===== src/rtl/sched_8_32_pkg.sv =====
// pkg_8_32: shared constants, FSM state encoding and the byte-placement helper
// for the sched_8_32 scheduler / word packer.
//   BYTE_W, WORD_W, BYTES_PER_WORD : datapath geometry
//   IDLE, PACK, HOLD               : FSM state codes
//   place_byte()                   : writes one byte into a word slot
//                                    (slot 0 = bits [31:24], slot 3 = bits [7:0])
package pkg_8_32;

    localparam int BYTE_W         = 8;
    localparam int WORD_W         = 32;
    localparam int BYTES_PER_WORD = 4;

    localparam logic [1:0] IDLE = 2'd0;
    localparam logic [1:0] PACK = 2'd1;
    localparam logic [1:0] HOLD = 2'd2;

    // First byte of a word lands in the most significant slot.
    function automatic logic [WORD_W-1:0] place_byte(
        input logic [WORD_W-1:0] word,
        input logic [1:0]        slot,
        input logic [BYTE_W-1:0] data
    );
        logic [WORD_W-1:0] w;
        w = word;
        case (slot)
            2'd0:    w[31:24] = data;
            2'd1:    w[23:16] = data;
            2'd2:    w[15:8]  = data;
            default: w[7:0]   = data;
        endcase
        return w;
    endfunction

endpackage


===== src/rtl/sched_8_32_if.sv =====
// sched_8_32_if: byte-producer and word-consumer signals of the scheduler.
//   in8 / in_data8 / in_rdy8                   : per-requester byte handshake
//   out32 / out_data32 / out_id / out_nbytes   : packed word output
//   out_ready                                  : consumer accept
// modport slave  : the scheduler side
// modport master : the producers/consumer side
interface sched_8_32_if
    import pkg_8_32::*;
#(
    parameter int NREQ = 2,
    parameter int IDW  = 1
);
    logic [NREQ-1:0]        in8;
    logic [BYTE_W*NREQ-1:0] in_data8;
    logic [NREQ-1:0]        in_rdy8;
    logic                   out32;
    logic [WORD_W-1:0]      out_data32;
    logic [IDW-1:0]         out_id;
    logic [2:0]             out_nbytes;
    logic                   out_ready;

    modport slave (
        input  in8, in_data8, out_ready,
        output in_rdy8, out32, out_data32, out_id, out_nbytes
    );

    modport master (
        output in8, in_data8, out_ready,
        input  in_rdy8, out32, out_data32, out_id, out_nbytes
    );

endinterface


===== src/rtl/sched_8_32_rr_arbiter.sv =====
// rr_arbiter: combinational rotate-priority picker.
//   req        : request vector
//   last_grant : index granted last; search starts at last_grant+1 with wrap
//   gnt        : one-hot grant (all zero when no request)
//   gnt_idx    : index of the granted requester
//   gnt_valid  : at least one request present
module rr_arbiter #(
    parameter int NREQ = 2,
    parameter int IDW  = 1
) (
    input  logic [NREQ-1:0] req,
    input  logic [IDW-1:0]  last_grant,
    output logic [NREQ-1:0] gnt,
    output logic [IDW-1:0]  gnt_idx,
    output logic            gnt_valid
);

    // cand_idx[k] is the requester at rotation distance k+1 from last_grant,
    // so cand_idx[0] has the highest priority and cand_idx[NREQ-1] == last_grant.
    logic [IDW-1:0] cand_idx [NREQ];

    generate
        for (genvar gi = 0; gi < NREQ; gi++) begin : g_cand
            assign cand_idx[gi] = IDW'((32'(last_grant) + gi + 1) % NREQ);
        end
    endgenerate

    always_comb begin
        gnt       = '0;
        gnt_idx   = '0;
        gnt_valid = 1'b0;
        for (int i = 0; i < NREQ; i++) begin
            if (!gnt_valid && req[cand_idx[i]]) begin
                gnt_valid = 1'b1;
                gnt_idx   = cand_idx[i];
            end
        end
        if (gnt_valid) begin
            gnt[gnt_idx] = 1'b1;
        end
    end

endmodule


===== src/rtl/sched_8_32.sv =====
// sched_8_32: round-robin scheduler and 8->32 word packer.
// One requester is granted for a whole word; bytes are packed MSB-first,
// the word is tagged with source index and byte count, and a partial word
// is flushed after TIMEOUT idle cycles.
//   clk   : clock, all logic on posedge
//   reset : asynchronous, active-low
//   bus   : sched_8_32_if.slave (byte inputs, word output, handshakes)
module sched_8_32
    import pkg_8_32::*;
#(
    parameter int NREQ    = 2,
    parameter int IDW     = 1,
    parameter int TIMEOUT = 16
) (
    input  logic         clk,
    input  logic         reset,
    sched_8_32_if.slave  bus
);

    localparam int            TW         = $clog2(TIMEOUT);
    localparam logic [TW-1:0] TIMER_LAST = TW'(TIMEOUT - 1);

    logic [1:0]        state_q, state_d;
    logic [IDW-1:0]    grant_q, grant_d;
    logic [IDW-1:0]    last_grant_q, last_grant_d;
    logic [1:0]        cnt_q, cnt_d;
    logic [TW-1:0]     timer_q, timer_d;
    logic [WORD_W-1:0] word_q, word_d;
    logic              out32_q, out32_d;
    logic [WORD_W-1:0] out_data_q, out_data_d;
    logic [IDW-1:0]    out_id_q, out_id_d;
    logic [2:0]        out_nbytes_q, out_nbytes_d;

    logic [NREQ-1:0]   in_rdy;
    logic [NREQ-1:0]   grant_onehot;
    logic [NREQ-1:0]   arb_gnt;
    logic [IDW-1:0]    arb_idx;
    logic              arb_valid;
    logic              pack_xfer;
    logic              word_full;
    logic              timed_out;

    // Per-requester byte lanes.
    logic [BYTE_W-1:0] in_byte [NREQ];

    generate
        for (genvar gi = 0; gi < NREQ; gi++) begin : g_lane
            assign in_byte[gi] = bus.in_data8[gi*BYTE_W +: BYTE_W];
        end
    endgenerate

    rr_arbiter #(
        .NREQ (NREQ),
        .IDW  (IDW)
    ) u_arb (
        .req        (bus.in8),
        .last_grant (last_grant_q),
        .gnt        (arb_gnt),
        .gnt_idx    (arb_idx),
        .gnt_valid  (arb_valid)
    );

    always_comb begin
        grant_onehot          = '0;
        grant_onehot[grant_q] = 1'b1;
    end

    // Only meaningful while in PACK.
    assign pack_xfer = bus.in8[grant_q];
    assign word_full = pack_xfer && (cnt_q == 2'd3);
    assign timed_out = !pack_xfer && (timer_q == TIMER_LAST);

    // State register and all other flops.
    always_ff @(posedge clk or negedge reset) begin
        if (!reset) begin
            state_q      <= IDLE;
            grant_q      <= '0;
            last_grant_q <= IDW'(NREQ - 1);
            cnt_q        <= '0;
            timer_q      <= '0;
            word_q       <= '0;
            out32_q      <= 1'b0;
            out_data_q   <= '0;
            out_id_q     <= '0;
            out_nbytes_q <= '0;
        end else begin
            state_q      <= state_d;
            grant_q      <= grant_d;
            last_grant_q <= last_grant_d;
            cnt_q        <= cnt_d;
            timer_q      <= timer_d;
            word_q       <= word_d;
            out32_q      <= out32_d;
            out_data_q   <= out_data_d;
            out_id_q     <= out_id_d;
            out_nbytes_q <= out_nbytes_d;
        end
    end

    // Next-state logic.
    always_comb begin
        state_d = state_q;
        case (state_q)
            IDLE:    if (arb_valid) state_d = PACK;
            PACK:    if (word_full || timed_out) state_d = HOLD;
            HOLD:    if (bus.out_ready) state_d = IDLE;
            default: state_d = IDLE;
        endcase
    end

    // Output logic. Ready is combinational so byte 0 moves in the
    // arbitration cycle; it is forced low while reset is held.
    always_comb begin
        in_rdy = '0;
        if (reset) begin
            case (state_q)
                IDLE:    in_rdy = arb_gnt;
                PACK:    in_rdy = grant_onehot;
                default: in_rdy = '0;
            endcase
        end
    end

    assign bus.in_rdy8    = in_rdy;
    assign bus.out32      = out32_q;
    assign bus.out_data32 = out_data_q;
    assign bus.out_id     = out_id_q;
    assign bus.out_nbytes = out_nbytes_q;

    // Datapath: grant, byte counter, idle timer, word and output registers.
    always_comb begin
        grant_d      = grant_q;
        last_grant_d = last_grant_q;
        cnt_d        = cnt_q;
        timer_d      = timer_q;
        word_d       = word_q;
        out32_d      = out32_q;
        out_data_d   = out_data_q;
        out_id_d     = out_id_q;
        out_nbytes_d = out_nbytes_q;
        case (state_q)
            IDLE: begin
                if (arb_valid) begin
                    grant_d = arb_idx;
                    cnt_d   = 2'd1;
                    timer_d = '0;
                    // Starting from zero leaves unfilled slots at 8'h00.
                    word_d  = place_byte('0, 2'd0, in_byte[arb_idx]);
                end
            end
            PACK: begin
                if (pack_xfer) begin
                    word_d  = place_byte(word_q, cnt_q, in_byte[grant_q]);
                    cnt_d   = cnt_q + 2'd1;
                    timer_d = '0;
                    if (cnt_q == 2'd3) begin
                        out32_d      = 1'b1;
                        out_data_d   = word_d;
                        out_id_d     = grant_q;
                        out_nbytes_d = 3'd4;
                    end
                end else if (timed_out) begin
                    out32_d      = 1'b1;
                    out_data_d   = word_q;
                    out_id_d     = grant_q;
                    out_nbytes_d = {1'b0, cnt_q};
                end else begin
                    timer_d = timer_q + TW'(1);
                end
            end
            HOLD: begin
                if (bus.out_ready) begin
                    out32_d      = 1'b0;
                    last_grant_d = grant_q;
                end
            end
            default: ;
        endcase
    end

endmodule


===== src/flat_wrapper.sv =====
// flat-port wrapper written by rule: the top's interface ports become plain ports
module sched_8_32_flat import pkg_8_32::*;
#(
    parameter int NREQ    = 2,
    parameter int IDW     = 1,
    parameter int TIMEOUT = 16
)
  (clk, reset, bus_in8, bus_in_data8, bus_out_ready, bus_in_rdy8, bus_out32, bus_out_data32, bus_out_id, bus_out_nbytes);
  sched_8_32_if #(.NREQ(NREQ), .IDW(IDW)) bus_i ();
  input  logic clk;
  input  logic reset;
  input wire logic [$bits(bus_i.in8)-1:0] bus_in8;
  input wire logic [$bits(bus_i.in_data8)-1:0] bus_in_data8;
  input wire logic [$bits(bus_i.out_ready)-1:0] bus_out_ready;
  output wire logic [$bits(bus_i.in_rdy8)-1:0] bus_in_rdy8;
  output wire logic [$bits(bus_i.out32)-1:0] bus_out32;
  output wire logic [$bits(bus_i.out_data32)-1:0] bus_out_data32;
  output wire logic [$bits(bus_i.out_id)-1:0] bus_out_id;
  output wire logic [$bits(bus_i.out_nbytes)-1:0] bus_out_nbytes;
  assign bus_i.in8 = bus_in8;
  assign bus_i.in_data8 = bus_in_data8;
  assign bus_i.out_ready = bus_out_ready;
  assign bus_in_rdy8 = bus_i.in_rdy8;
  assign bus_out32 = bus_i.out32;
  assign bus_out_data32 = bus_i.out_data32;
  assign bus_out_id = bus_i.out_id;
  assign bus_out_nbytes = bus_i.out_nbytes;
  sched_8_32 #(.NREQ(NREQ), .IDW(IDW), .TIMEOUT(TIMEOUT)) u_core (.clk(clk), .reset(reset), .bus(bus_i));
endmodule

===== config.mk =====
export PLATFORM = sky130hd
export DESIGN_NAME = sched_8_32_flat
export DESIGN_NICKNAME = d
export VERILOG_FILES = /design/src/rtl/sched_8_32_pkg.sv /design/src/rtl/sched_8_32_if.sv /design/src/rtl/sched_8_32_rr_arbiter.sv /design/src/rtl/sched_8_32.sv /design/src/flat_wrapper.sv
export SDC_FILE = /design/constraint.sdc
export NUM_CORES = 1
export LEC_CHECK = 0
export ABC_AREA = 1
export BUFFER_PORTS_ARGS = -buffer_cell sky130_fd_sc_hd__buf_2
export CORE_ASPECT_RATIO = 0.7
export CORE_MARGIN = 2
export CORE_UTILIZATION = 52
export DETAILED_ROUTE_END_ITERATION = 8
export PLACE_DENSITY = 0.81
export SLEW_MARGIN = 20
export SYNTH_ARGS = -nofsm -noshare
export SYNTH_HDL_FRONTEND = slang
export SYNTH_SLANG_ARGS = --single-unit

===== constraint.sdc =====
create_clock -name clk -period 1.6 [get_ports clk]
set_input_delay 0.16 -clock clk [delete_from_list [all_inputs] [get_ports clk]]
set_output_delay 0.16 -clock clk [all_outputs]
set_load 0.01 [all_outputs]

## Word level (Yosys, flattened, before mapping)

Index checks and enable logic that the tools add are counted.

| storage, ports and cells | value |
|---|---|
| logic and storage cells | 113 |
| latch bits | 0 |
| memory bits (writable) | 0 |
| register bits after elaboration | 79 |
| memories kept | 0 |
| memory bits (read-only) | 0 |
| output and inout bits | 39 |
| input bits | 21 |

| operators by class | value |
|---|---|
| $mul | 0 |
| bitwise logic cells | 2 |
| shifts and indexed selects | 0 |
| equal/unequal tests | 14 |
| order comparisons | 8 |
| add/subtract/negate cells | 4 |
| divide/modulo/power cells | 0 |
| muxes and demuxes | 54 |
| reductions and logical operators | 21 |

Operators by type and width:

| kind | count |
|---|---|
| two-way mux 32 bit | 5 |
| two-way mux 8 bit | 10 |
| one-hot mux 32 bit (2 select lines) | 1 |
| two-way mux 1 bit | 19 |
| two-way mux 2 bit | 6 |
| two-way mux 4 bit | 3 |
| AND reduction 3 bit | 4 |
| two-way mux 3 bit | 3 |
| less-than comparator 1 x 2 -> 1 bit, second input constant | 4 |
| one-hot mux 2 bit (2 select lines) | 2 |
| one-hot mux 4 bit (2 select lines) | 1 |
| equality test 2 bit, second input constant | 3 |
| != test 2 x 1 -> 1 bit, second input constant | 3 |
| one-hot mux 2 bit (3 select lines) | 1 |
| nonzero test 2 bit | 3 |
| logical AND 1 bit | 5 |
| adder 4 x 1 -> 4 bit, second input constant | 1 |
| equality test 2 x 1 -> 1 bit, second input constant | 2 |
| equality test 4 bit, second input constant | 1 |
| greater-or-equal comparator 2 bit, second input constant | 2 |
| logical NOT 2 bit | 2 |
| != test 2 bit, second input constant | 2 |
| NOT 1 -> 2 bit | 2 |
| AND reduction 2 bit | 2 |
| other kinds (12) | 16 |

## Logic depth before layout (Yosys ltp)

| depth | value |
|---|---|
| word-level depth | 14 |
| mapped depth | 10 |
| gate-level depth less buffers | 8 |

## By module

A second synthesis with hierarchy kept.

| unflattened totals | value |
|---|---|
| cells, all modules | 609 |
| area total of the unflattened synthesis | 4,374.2 sq um |

By module, submodules not included:

| module | instances | cells each | seq. area each (sq um) | area an instance (sq um) |
|---|---|---|---|---|
| sched_8_32 | 1 | 602 | 1,978.1 | 4,344.2 |
| rr_arbiter | 1 | 7 | 0.0 | 30.0 |

## Least setup slack after synthesis

OpenSTA, ideal clock, no wires.

| timing path | value |
|---|---|
| kind | reg-to-reg |
| start point | register u_core.cnt_q[0] |
| end point | register u_core.out_data_q[29], in the netlist u_core.bus.out_data32[29] |
| setup slack | 62 ps |
| arrival | 1,421 ps |
| cell stages (with the launch flop) | 9 |
| buffers on the path | 1 |
| clock period less this slack | 1,538 ps |
| required time | 1,484 ps |
| setup time | 116 ps |
| cell sequence | dfrtp_1 > inv_1 > ha_1 > clkbuf_1 > or2_2 > nand3_1 > nand2_1 > nand2_1 > nand2_1 |

| on the way | value |
|---|---|
| longest elaborated chain between the ends | 4 |
| elaborated cells between the ends (all ways) | 7 |
| classes of those cells | eq/ne: 2; mux: 3; reduce/logical: 2 |

Ends and longest elaborated chain:

| what | line | RTL |
|---|---|---|
| start: declaration | sched_8_32.sv:26 | `logic [1:0] cnt_q, cnt_d;` |
| start signal: assignment | sched_8_32.sv:90 | `cnt_q <= cnt_d;` |
| logical NOT 2 bit | sched_8_32_pkg.sv:25 | `case (slot)` |
| two-way mux 8 bit | sched_8_32_pkg.sv:25 |  |
| two-way mux 32 bit | sched_8_32.sv:156 | `if (cnt_q == 2'd3) begin` |
| two-way mux 32 bit | sched_8_32.sv:152 | `if (pack_xfer) begin` |
| end signal: assignment | sched_8_32.sv:94 | `out_data_q <= out_data_d;` |
| end: declaration | sched_8_32.sv:30 | `logic [WORD_W-1:0] out_data_q, out_data_d;` |

Parallel ways exist; a longest one is shown, timed or not. The select of a mux whose other input is x is not followed.
A chain may end at the register's enable or synchronous reset.

## Final worst setup path

| timing path | value |
|---|---|
| start point | register u_core.state_q[1] |
| end point | output port bus_in_rdy8[0] |

| on the way | value |
|---|---|
| longest elaborated chain between the ends | 3 |
| elaborated cells between the ends (all ways) | 4 |
| classes of those cells | eq/ne: 1; mux: 2; reduce/logical: 1 |

Ends and longest elaborated chain:

| what | line | RTL |
|---|---|---|
| start: declaration | sched_8_32.sv:23 | `logic [1:0] state_q, state_d;` |
| start signal: assignment | sched_8_32.sv:87 | `state_q <= state_d;` |
| equality test 2 x 1 -> 1 bit / logical NOT 2 bit (equally long branches) | sched_8_32.sv:116 | `case (state_q)` |
| one-hot mux 2 bit (2 select lines) (*) | sched_8_32.sv:116 |  |
| two-way mux 2 bit (*) | sched_8_32.sv:115 | `if (reset) begin` |
| end: declaration | flat_wrapper.sv:15 | `output wire logic [$bits(bus_i.in_rdy8)-1:0] bus_in_rdy8;` |

Mark *: on every way between the ends. The rest lies on a longest branch, timed or not.

==> summary.txt <==
Critical path
  • FF-to-FF path depth: 8
  • CP required: 1.44 ns
  • CP Max Fanout: 3
  • WP data arrival: 1.39 ns
  • Crit end category: output pin
  • Critical path class: register to output pin
  • CP Launch Type: register

Timing
  • Period minus WS final: 1.55 ns
  • # setup viols final: 0
  • Tcrit/Tclk final: 0.971
  • Final Hold Vio Count: 0
  • Max-slew violations: 0
  • Slew HR: 0.715
  • Worst-margin pin slew: 0.428 ns
  • Setup_tns: 0 ns
  • Fmax achieved: 0.643 GHz
  • Worst clock skew: 0.00252 ns

Placed design
  • GP Congestion: 0.945
  • Buffers on Ports: 59
  • Hpwl dp: 8400 um
  • DP Cell Count: 773

Yosys
  • Post-synth top cells: nand2_1 (278), nand3_1 (123), dfrtp_1 (78)
  • Most common cell in the netlist: nand2_1
  • Area contributors post-synth: dfrtp_1 (45%), nand2_1 (24%), nand3_1 (14%), o21ai_0 (3.7%), inv_1 (3.5%)
  • Yosys top cell area share: 0.453
  • Main combinational cell family by area after synthesis: simple AND/OR/NAND/NOR gates
  • Cells after synthesis: 611
  • Async set or reset register ratio after synthesis: 1.00
  • #FFs+latches synth: 79
  • Warnings, synthesis: 0
  • Synth Area in Compound Gates: 0.0444
  • Sequential fraction of the synthesis area: 0.459
  • Mapped Avg Cell Area: 7.06 um^2
  • Net Count, Synth: 638
  • Most area-hungry cell type in the Yosys netlist: dfrtp_1
  • Mapped Area: 4310 um^2
  • Mux cell area share after synthesis: 0
  • Synth Area in XOR/XNOR: 0
  • Post-Synth Adder-Cell Area: 0.0174
  • Library cells used by synthesis: 21
  • EDFF count, synth: 0
  • Synth Area in Simple Gates: 0.411
  • Post-synth top flop: dfrtp_1

Layout
  • Multi-input gate area: 2110 um^2
  • Fill cells: 679
  • Ant diodes: 0
  • Area Overhead vs Synth: 24.3%
  • Reg area: 1980 um^2
  • Nets: 719
  • Final std cells w/o fill: 797
  • Share of post-route cells with drive strength above 1: 0.210

Floorplan
  • Die Width: 113 um
  • Top-Level Pins: 60
  • Die Y: 80.2 um
  • Core area: 7940 um^2
  • Die area: 9050 um^2
  • Row cnt: 27
  • Effective utilization at floorplan: 0.543

Job
  • Max-cap violation count: 0

Drt
  • Uppermost layer routed: met4
  • Vias per cell: 5.48
  • Initial drt markers: 413
  • Vias: 4369
  • Drt drc: 0
  • Pre-antenna DRT Iters: 6
  • DR WL met3: 1010 um
  • DRT antenna net count: 0
  • DR WL/cell: 15.5 um
  • Routed WL: 12300 um
  • M1 WL: 5550 um
  • Met2 WL post-DR: 5490 um

Clocking
  • Root Buffer: clkbuf_16
  • Worst-case clock buffer depth: 2
  • # clock sinks: 79
  • H-tree depth: 3
  • CTS tree: done
  • CTS buffer count: 9
  • CTS clock-pin slew for the worst setup and hold paths: 0.06 ns
  • Clock network latency to the later pin of the worst-skew pair: 0.33 ns

Global route
  • Largest net degree at the start of global routing: 80
  • Tot GR Track Use: 0.286
  • First-pass GRT wire length: 20200 um
  • Initial antenna violation count: 0
  • Number of global-route vias before repair: 4165
  • Total congestion overflow: 0

Power
  • Cell area power density: 2160 nW/um^2
  • Static Leak: 2.98 nW
  • Max VDD drop: 0.942 mV

Worst hold path
  • Worst Hold Path Cells: 2
  • HP Class: input pin to register

Status
  • Status: complete, no violations
-- cell usage in the layout (no fill, tap or decap), types with 2 or more instances in the layout --
cell	count
a21oi_1	2
buf_12	5
buf_2	58
buf_4	27
buf_6	6
bufinv_16	2
clkbuf_16	9
clkinv_2	2
clkinvlp_4	2
dfrtp_1	76
dfrtp_2	2
ha_1	4
inv_1	34
inv_2	5
nand2_1	275
nand2_2	5
nand2_4	2
nand3_1	120
nand3_2	3
nor2_1	4
nor2_4	2
o21ai_0	31
or2_2	9
-- timing repair --
item                                    4_1_cts  5_1_grt
gates resized for setup                       4       28
pin swaps                                     2        3
endpoints found under the setup margin        3       61
hold buffers                                  1        0
buffers inserted                              0        8
endpoints found under the hold margin        78        0
-- state kept, by name, indices dropped and copies added, names as in the netlist --
name,flops
u_core.bus.out_data32,32
u_core.word_q,32
u_core.timer_q,4
u_core.bus.out_nbytes,3
u_core.cnt_q,2
u_core.state_q,2
u_core.bus.out32,1
u_core.bus.out_id,1
u_core.grant_q,1
u_core.last_grant_q,1
-- path summary, 6_finish.rpt --
check / from / slack (ns) / endpoint
worst max-delay path: u_core.state_q[1] / 0.05 / bus_in_rdy8[0]
worst min-delay path: bus_out_ready / 0.05 / u_core.state_q[1]
worst min register to register: u_core.bus.out_nbytes[2] / 0.47 / u_core.bus.out_nbytes[2]
worst max register to register: u_core.grant_q / 0.08 / u_core.bus.out_data32[0]
max in group asynchronous: reset / 0.83 / u_core.grant_q
min in group asynchronous: reset / 0.40 / u_core.word_q[17]
-- metrics by stage --
step           setup WS (ns)  utilization  hold WS [ns]  instance area (um^2)  total power [mW]
2_1_floorplan         0.0624            -        -0.136                  4310              6.96
3_3_place_gp          0.0432        0.614         0.228                  4870              8.73
3_5_place_dp         0.00832        0.614         0.235                  4870              8.93
4_1_cts              0.00173        0.656        0.0561                  5210              11.2
5_1_grt              -0.0195        0.675        0.0724                  5360              12.5
6_report              0.0458        0.675        0.0456                  5360              11.6
-- power breakdown --
part | switching, mW | total [mW] | internal, mW
Clock | 0.803 | 2.16 | 1.35
Sequential | 0.502 | 3.37 | 2.86
Combinational | 3.79 | 6.05 | 2.26
Total | 5.09 | 11.6 | 6.48
-- cell families after synthesis --
| family | Yosys count |
|---|---|
| AO/OA/AOI/OAI | 37 |
| AND/OR/NAND/NOR | 421 |
| buffers and inverters | 68 |
| flip-flops | 79 |
| adder cells (fa/ha/maj) | 6 |
-- layout make-up --
cell class                 instances  area share
clock buffer                       9      0.0420
clock inverter                     6      0.0161
inverter                          41      0.0299
multi-input combinational        464       0.394
sequential                        79       0.370
tap                              101      0.0236
timing repair buffer              97       0.125
-- per-layer routing --
metal	vias up	GRT usage
li1	2109	-
met1	2007	0.392
met2	223	0.446
met3	30	0.0642
met4	0	0.115
met5	-	0
-- worst max-delay path, stage by stage (launching register included) --
cell and delay (ns):
dfrtp_2 0.45, nor2_4 0.18, nand2_4 0.06, inv_1 0.06, nand2_1 0.04, a21oi_1 0.11, buf_2 0.14
(Power assumes the default switching activity.)
